### src/rtl/fpu_pkg.sv
// Shared definitions for the single-precision add path.
//   - binary32 field positions and widths
//   - canonical quiet NaN constant
//   - operand classes and the issue-stage FSM states
//   - helper that flushes a subnormal operand to a signed zero
package fpu_pkg;

    localparam int unsigned FP32_WIDTH    = 32;
    localparam int unsigned FP32_SIGN_BIT = 31;
    localparam int unsigned FP32_EXP_MSB  = 30;
    localparam int unsigned FP32_EXP_LSB  = 23;
    localparam int unsigned FP32_EXP_W    = 8;
    localparam int unsigned FP32_MANT_MSB = 22;
    localparam int unsigned FP32_MANT_W   = 23;

    localparam logic [31:0] FP32_QNAN = 32'h7FC0_0000;

    typedef enum logic [2:0] {
        ZERO,
        SUBNORM,
        NORMAL,
        INF,
        QNAN,
        SNAN
    } fp_class_t;

    typedef enum logic [1:0] {
        IDLE,
        EXEC,
        DONE
    } add_issue_state_t;

    // Exponent 0 with a nonzero mantissa becomes a zero of the same sign.
    function automatic logic [31:0] flush_subnormal(input logic [31:0] value);
        logic [31:0] flushed;
        flushed = value;
        if ((value[FP32_EXP_MSB:FP32_EXP_LSB] == '0) && (value[FP32_MANT_MSB:0] != '0)) begin
            flushed = {value[FP32_SIGN_BIT], 31'd0};
        end
        return flushed;
    endfunction

endpackage

### src/rtl/fpu_add_issue_classify.sv
// fp32_classify: combinational binary32 operand classifier.
// Ports:
//   value  in   32  binary32 operand
//   cls    out      operand class (fp_class_t)
//   sign   out  1   sign bit of the operand
module fp32_classify
    import fpu_pkg::*;
(
    input  logic [31:0] value,
    output fp_class_t   cls,
    output logic        sign
);

    logic [7:0]  exp_f;
    logic [22:0] mant_f;

    assign exp_f  = value[FP32_EXP_MSB:FP32_EXP_LSB];
    assign mant_f = value[FP32_MANT_MSB:0];
    assign sign   = value[FP32_SIGN_BIT];

    always_comb begin
        cls = NORMAL;
        if (exp_f == 8'hFF) begin
            if (mant_f == '0) begin
                cls = INF;
            end else if (mant_f[FP32_MANT_MSB]) begin
                cls = QNAN;
            end else begin
                cls = SNAN;
            end
        end else if (exp_f == 8'h00) begin
            cls = (mant_f == '0) ? ZERO : SUBNORM;
        end
    end

endmodule

### src/rtl/fpu_add_issue.sv
// fpu_add_issue: issue/capture stage around a combinational binary32 adder.
// Takes one add/sub request over valid/ready, registers the adder operands
// (subtract folded into the sign of data2), resolves NaN/infinity operands
// locally and registers the selected result for the consumer.
// Ports:
//   clk, n_rst              clock, synchronous active-low reset
//   in_valid/in_ready       request handshake
//   in_op, in_a, in_b       0 = a+b, 1 = a-b; binary32 operands
//   add_data1/add_data2     registered operands to the external adder
//   add_result              combinational sum from the adder
//   out_valid/out_ready     result handshake
//   out_result/out_invalid  result and invalid-operation flag
module fpu_add_issue
    import fpu_pkg::*;
#(
    parameter bit FTZ = 1'b0
) (
    input  logic        clk,
    input  logic        n_rst,
    input  logic        in_valid,
    output logic        in_ready,
    input  logic        in_op,
    input  logic [31:0] in_a,
    input  logic [31:0] in_b,
    output logic [31:0] add_data1,
    output logic [31:0] add_data2,
    input  logic [31:0] add_result,
    output logic        out_valid,
    input  logic        out_ready,
    output logic [31:0] out_result,
    output logic        out_invalid
);

    add_issue_state_t state_q, state_d;
    logic [31:0]      data1_q, data1_d;
    logic [31:0]      data2_q, data2_d;
    logic [31:0]      result_q, result_d;
    logic             invalid_q, invalid_d;

    logic [31:0] op_a, op_b;
    fp_class_t   cls1, cls2;
    logic        sign1, sign2;
    logic [31:0] sel_result;
    logic        sel_invalid;

    // Effective operand B carries the subtract in its sign bit.
    always_comb begin
        op_a = in_a;
        op_b = {in_b[FP32_SIGN_BIT] ^ in_op, in_b[30:0]};
        if (FTZ) begin
            op_a = flush_subnormal(op_a);
            op_b = flush_subnormal(op_b);
        end
    end

    fp32_classify u_class1 (
        .value (data1_q),
        .cls   (cls1),
        .sign  (sign1)
    );

    fp32_classify u_class2 (
        .value (data2_q),
        .cls   (cls2),
        .sign  (sign2)
    );

    // Special operands override the adder; infinities are already canonical
    // encodings, so the infinite operand itself is the result.
    always_comb begin
        sel_result  = add_result;
        sel_invalid = 1'b0;
        if (cls1 inside {QNAN, SNAN} || cls2 inside {QNAN, SNAN}) begin
            sel_result  = FP32_QNAN;
            sel_invalid = (cls1 == SNAN) || (cls2 == SNAN);
        end else if ((cls1 == INF) && (cls2 == INF) && (sign1 != sign2)) begin
            sel_result  = FP32_QNAN;
            sel_invalid = 1'b1;
        end else if (cls1 == INF) begin
            sel_result = data1_q;
        end else if (cls2 == INF) begin
            sel_result = data2_q;
        end
    end

    always_comb begin
        state_d   = state_q;
        data1_d   = data1_q;
        data2_d   = data2_q;
        result_d  = result_q;
        invalid_d = invalid_q;
        in_ready  = 1'b0;
        out_valid = 1'b0;
        unique case (state_q)
            IDLE: begin
                in_ready = 1'b1;
                if (in_valid) begin
                    data1_d = op_a;
                    data2_d = op_b;
                    state_d = EXEC;
                end
            end
            EXEC: begin
                result_d  = sel_result;
                invalid_d = sel_invalid;
                state_d   = DONE;
            end
            DONE: begin
                out_valid = 1'b1;
                if (out_ready) begin
                    state_d = IDLE;
                end
            end
            default: begin
                state_d = IDLE;
            end
        endcase
    end

    always_ff @(posedge clk) begin
        if (!n_rst) begin
            state_q   <= IDLE;
            data1_q   <= '0;
            data2_q   <= '0;
            result_q  <= '0;
            invalid_q <= 1'b0;
        end else begin
            state_q   <= state_d;
            data1_q   <= data1_d;
            data2_q   <= data2_d;
            result_q  <= result_d;
            invalid_q <= invalid_d;
        end
    end

    assign add_data1   = data1_q;
    assign add_data2   = data2_q;
    assign out_result  = result_q;
    assign out_invalid = invalid_q;

endmodule

### config.mk
export PLATFORM = sky130hd
export DESIGN_NAME = fpu_add_issue
export DESIGN_NICKNAME = d
export VERILOG_FILES = /design/src/rtl/fpu_pkg.sv /design/src/rtl/fpu_add_issue_classify.sv /design/src/rtl/fpu_add_issue.sv
export SDC_FILE = /design/constraint.sdc
export NUM_CORES = 1
export LEC_CHECK = 0
export CORE_ASPECT_RATIO = 1.5
export CORE_MARGIN = 5
export CORE_UTILIZATION = 25
export CTS_CLUSTER_SIZE = 12
export DETAILED_ROUTE_END_ITERATION = 8
export SETUP_SLACK_MARGIN = 0.05
export SLEW_MARGIN = 40
export SYNTH_ARGS = -nofsm -noshare
export SYNTH_HDL_FRONTEND = slang
export SYNTH_SLANG_ARGS = --single-unit
### constraint.sdc
create_clock -name clk -period 1.95 [get_ports clk]
set_input_delay 0.39 -clock clk [delete_from_list [all_inputs] [get_ports clk]]
set_output_delay 0.39 -clock clk [all_outputs]
set_load 0.02 [all_outputs]
* Yosys cells after proc, flatten, opt, wreduce, memory -nomap -nowiden
Cells that the tools add are included.
Word-level totals: flip-flop bits (word level) 99, input bits 101, output and inout port bits 99, logic and storage cells 53
Cells by class: equal/unequal tests 13, multiplexer cells 21, bitwise logic cells 1, reduce and logical (&&, ||, !) cells 13
Operators with widths (count):
- two-way mux 32 bit | 4
- zero test 23 bit | 2
- two-way mux 3 bit | 6
- equality test 8 bit (second input constant) | 2
- zero test 8 bit | 2
- equality test 3 bit (second input constant) | 4
- two-way mux 1 bit | 8
- equality test 3 x 2 -> 1 bit (second input constant) | 2
- case mux 2 bit (3 select lines) | 1
- two-way mux 2 bit | 2
- != test 2 bit (second input constant) | 2
- AND reduction 2 bit | 2
- nonzero test 2 bit | 2
- equality test 2 x 1 -> 1 bit (second input constant) | 1
- equality test 2 bit (second input constant) | 1
- logical AND 1 bit | 2
- zero test 2 bit | 1
- logical OR 1 bit | 2
- != test 1 bit | 1
- bitwise XOR 1 bit | 1

* Logic depth before layout (Yosys ltp)
word-level depth 9, gate-level depth with buffers 6, mapped depth without buffers 6

* Cells and area by module
From an unflattened synthesis, not the netlist that was laid out.
Second synthesis, totals: cells, all modules 554, area, all modules 4414.2 sq um
Modules (own cells, without submodules):
- fpu_add_issue | times used 1, cells an instance 516, area an instance 4164.0 sq um, seq. area each 1981.9 sq um
- fp32_classify | times used 2, cells an instance 19, area an instance 125.1 sq um, seq. area each 0.0 sq um

* Worst setup path after synthesis
Ideal clock, no wire load.
kind register -> register, start register data2_q[30], in the netlist add_data2[30], end register result_q[31], in the netlist out_result[31], setup time 0.115 ns, data arrival time 1.865 ns, path slack -0.030 ns, cell stages (with the launch flop) 7, buffers on the path 0, period minus slack after synthesis 1.980 ns, cell sequence dfxtp_1 nand4_1 or2_1 nor3_2 mux2_1 mux2_1 a31o_1
On the way: longest elaborated chain between the ends 8, elaborated cells on any way between the ends 15, those cells by class 4 x eq/ne; 6 x mux; 5 x reduce/logical
Ends and longest elaborated chain:
- start: declaration | line fpu_add_issue.sv:36 | logic [31:0] data2_q, data2_d;
- start signal: assignment | line fpu_add_issue.sv:130 | data2_q <= data2_d;
- zero test 8 bit | line fpu_add_issue_classify.sv:31 | end else if (exp_f == 8'h00) begin
- two-way mux 3 bit | line fpu_add_issue_classify.sv:31
- two-way mux 3 bit * | line fpu_add_issue_classify.sv:23 | if (exp_f == 8'hFF) begin
- equality test 3 x 2 -> 1 bit | line fpu_add_issue.sv:76, fpu_add_issue.sv:81
- two-way mux 32 bit or logical AND 1 bit (tied branches) | line fpu_add_issue.sv:81, fpu_add_issue.sv:76
- two-way mux 32 bit or logical AND 1 bit (tied branches) | line fpu_add_issue.sv:79, fpu_add_issue.sv:76
- two-way mux 32 bit | line fpu_add_issue.sv:76 | end else if ((cls1 == INF) && (cls2 == INF) && (sign1 != sign2)) begin
- two-way mux 32 bit * | line fpu_add_issue.sv:73 | if (cls1 inside {QNAN, SNAN} || cls2 inside {QNAN, SNAN}) begin
- end signal: assignment | line fpu_add_issue.sv:131 | result_q <= result_d;
- end: declaration | line fpu_add_issue.sv:37 | logic [31:0] result_q, result_d;
Mark *: on every way between the ends. The rest lies on a longest branch, timed or not. A chain may end at the register's enable or synchronous reset.

* Worst setup path in the final report
start register data2_q[18], in the netlist add_data2[18], end register result_q[31], in the netlist out_result[31]
On the way: longest elaborated chain between the ends 9, elaborated cells on any way between the ends 16, those cells by class 3 x eq/ne; 8 x mux; 5 x reduce/logical
Ends and longest elaborated chain:
- zero test 23 bit * | line fpu_add_issue_classify.sv:24, fpu_add_issue_classify.sv:32
- two-way mux 1 bit | line fpu_add_issue_classify.sv:32 | cls = (mant_f == '0) ? ZERO : SUBNORM;
- two-way mux 3 bit | line fpu_add_issue_classify.sv:31
- two-way mux 3 bit * | line fpu_add_issue_classify.sv:23
- equality test 3 x 2 -> 1 bit | line fpu_add_issue.sv:76, fpu_add_issue.sv:81
- two-way mux 32 bit or logical AND 1 bit (tied branches) | line fpu_add_issue.sv:81, fpu_add_issue.sv:76
- two-way mux 32 bit or logical AND 1 bit (tied branches) | line fpu_add_issue.sv:79, fpu_add_issue.sv:76
- two-way mux 32 bit | line fpu_add_issue.sv:76
- two-way mux 32 bit * | line fpu_add_issue.sv:73
Marks and branches as above.

==> impl_results.md <==
* Worst path max stage delay at 0.33 ns
* Synth Cell Area at 3830 sq um
* Die width at 111 um
* Setup WS post-layout at 0.0405 ns
* Cell at the root of the clock tree: clkbuf_16
* Final setup violating endpoints at 0
* Largest net degree at the start of global routing at 43
* Post-placement cell count at 828
* Fin Clk Skew at 0.00726 ns
* Detailed Place HPWL at 10,100 um
* PD cells at 779 nW/um^2
* Synth warn at 0
* Reg power frac at 43.3%
* Most numerous cell in the Yosys netlist: nand2_1
* Top-area cell type share of the netlist area at 51.8%
* Max Freq at 524 MHz
* Clk slew on worst S/H paths at 0.07 ns
* CP most frequent cell: mux2_4
* Outcome: finished, final reports clean
* Crit path arrival time at 2.13 ns
* Fraction of registers with async set/reset at 0%
* Fin crit share at 97.9%
* Top post-synthesis cells by count: nand2_1 (131), dfxtp_1 (99), a21boi_0 (63), nor2b_1 (25), clkbuf_1 (23)
* Vias in the first global route at 3,908
* Power share of the combinational group at 21.1%
* Crit-path slowest cell: dfxtp_2
* Share of cells above drive strength 1 at 12.7%
* Max Fanout on Critical Path at 3
* Clock insertion delay at the later pin of the skew report at 0.34 ns
* Initial antenna violation count at 1
* Register area share after synthesis at 51.8%
* DR WL/cell at 15.4 um
* Tmin final at 1.91 ns
* Starting density of the core at 25.4%
* First-pass GRT wire length at 20,500 um
* Area leader, netlist: dfxtp_1
* Leakage at 2.45 nW
* CTS Buf Count at 9
* Die area at 17,900 sq um
* Via count at 3,746
* Gp weighted congestion at 0.807
* Crit path capture type: flip-flop
* Peak VDD IR at 374 uV
* Cell-by-cell trace of the critical path: nor4_2 -> nand4_1 -> nor3_2 -> mux2_4 -> mux2_4 -> a31o_1
* RSZ-0062 raised after global routing: true
* Int Pwr at 0.00378 W
* Final net count at 743
* Via/cell ratio at 4.42
* CTS tree: yes
* Max Root-Sink Buffers at 2
* Placeable Area at 15,100 sq um
* Post-synthesis cell type count at 33
* Worst Hold Class: flip-flop to flip-flop
* # fillers at 1,448
* Initial DRC count at 173
* Tot Pwr at 0.00517 W
* Post-synth EDFFs at 0
* CTS sink count at 99
* Drt pass-1 iters at 4
* Setup Crit Path Kind: flip-flop to flip-flop
* Total wire length at 13,000 um
* Synthesized area per cell at 8.88 sq um
* I/O pin total at 200
* Total GRT Usage at 14.2%
* Post-place setup slack at -0.0179 ns
* Fin cells at 847
* GRT overflow at 0
* Clock share of power at 35.5%
* H-tree depth at 3
* Antenna-violating nets left at 0
* Rows at 55
* Psw at 0.00138 W
* Port-buffer cells at 199
* Syn Nets at 532
* Fin. Hold Viols at 0
* Critical Path RT at 2.18 ns
* Post-route DRC at 0
* Syn Inst Count at 431
* Slew headroom at 66.6%
* Layout area overhead at 73.4%
* Synth area leaders: dfxtp_1 (52%), nand2_1 (13%), a21boi_0 (12%)
* Max cap viols at 0
* Pins Over Slew Limit at 0
* Worst-Margin Slew at 0.501 ns
* Synth Register Bits at 99
* Most used DFF post-synth: dfxtp_1
* Sw Ratio at 26.8%
* Critical path launch point type: flip-flop
* Die height at 162 um
[logic make-up (layout without fill, tap and decap cells)]
group | Yosys count | after routing | share of synthesized area, %
AND/OR/NAND/NOR | 190 | 190 | 22.4
AO/OA/AOI/OAI | 105 | 105 | 21.1
flip-flops | 99 | 99 | 51.8
buffers and inverters | 33 | 249 | 3.69
XOR/XNOR | 2 | 2 | 0.458
multiplexers | 2 | 2 | 0.588
other | 0 | 1 | 0
[flip-flops by register name (all words and copies together), names as in the netlist]
signal,flops
add_data2,32
state_q,2
out_result,32
add_data1,32
out_invalid,1
[cell usage in the layout (no fill, tap or decap), types with 3 or more instances in the layout]
cell type        synthesis  layout
a21boi_0                63      63
a22oi_1                 22      22
buf_12                   0       5
buf_4                    2      27
clkbuf_16                0       9
clkdlybuf4s50_1          0     196
dfxtp_1                 99      89
dfxtp_2                  0      10
inv_6                    0       3
nand2_1                131     130
nand4_1                  6       6
nor2_1                   4       4
nor2b_1                 25      25
nor4_1                  10       6
nor4_2                   0       3
o21ai_0                  5       4
o221a_2                  7       7
[worst paths after layout]
check                                      to                       start  slack [ns]  cells past startpoint
setup / recovery  out_result[31]$_SDFFE_PN0N_  add_data2[18]$_SDFFE_PN0P_        0.04                      6
hold / removal     add_data2[24]$_SDFFE_PN0P_  add_data2[24]$_SDFFE_PN0P_        0.47                      2
setup reg to reg  out_result[31]$_SDFFE_PN0N_  add_data2[18]$_SDFFE_PN0P_        0.04                      6
hold reg to reg    add_data2[24]$_SDFFE_PN0P_  add_data2[24]$_SDFFE_PN0P_        0.47                      2
[layout make-up]
class / instances / area (sq um) / share of cell area [%]
tap: 199 / 249 / 3.75
sequential: 99 / 1990 / 30.0
antenna: 1 / 2.50 / 0.0377
multi-input combinational: 299 / 1770 / 26.7
clock inverter: 6 / 70.1 / 1.06
timing repair buffer: 233 / 2310 / 34.8
clock buffer: 10 / 239 / 3.60
[critical path: cells and delay by family, from the launching register on]
family | cells | cell delay (ns)
AND/OR/NAND/NOR | 3 | 0.68
multiplexers | 2 | 0.58
flip-flops | 1 | 0.33
AO/OA/AOI/OAI | 1 | 0.21
[power by group through the flow]
| stage | Sequential [W] | Clock [W] | Combinational, W |
|---|---|---|---|
| finish | 0.00224 | 0.00184 | 0.00109 |
| global route | 0.00226 | 0.00199 | 0.00118 |
| CTS | 0.00224 | 0.00190 | 0.00111 |
| detailed placement | 0.00228 | 0 | 0.00109 |
| global placement | 0.00227 | 0 | 0.00108 |
| floorplan | 0.00242 | 0 | 0.000318 |
[routing by layer]
layer	global-route usage (%)	share of wire [%]	vias to the layer above	routed length, um
met3	5.10	7.5	18	972
met4	5.20	2.3	0	303
met2	26.1	52	131	6770
met5	0	0	-	0
li1	-	-	1893	-
met1	14.7	38	1704	4970
[what timing repair did]
item	in CTS	in global routing
gates resized for setup	13	4
setup buffers	3	0
hold buffers	0	0
cloned	0	0
pin swaps	6	5
endpoints found under the setup margin	2	3
[metrics by stage]
stage	hold WS [ns]	TNS, ns	util (%)	instance area, sq um
2_1_floorplan	0.477	0	-	3840
3_3_place_gp	0.459	-0.00295	41.4	6240
3_5_place_dp	0.466	-0.0179	41.5	6250
4_1_cts	0.478	-0.00530	44.0	6630
5_1_grt	0.496	-0.0667	44.1	6640
6_report	0.474	0	44.1	6640
Note: power is estimated with default switching activity, not from simulation.
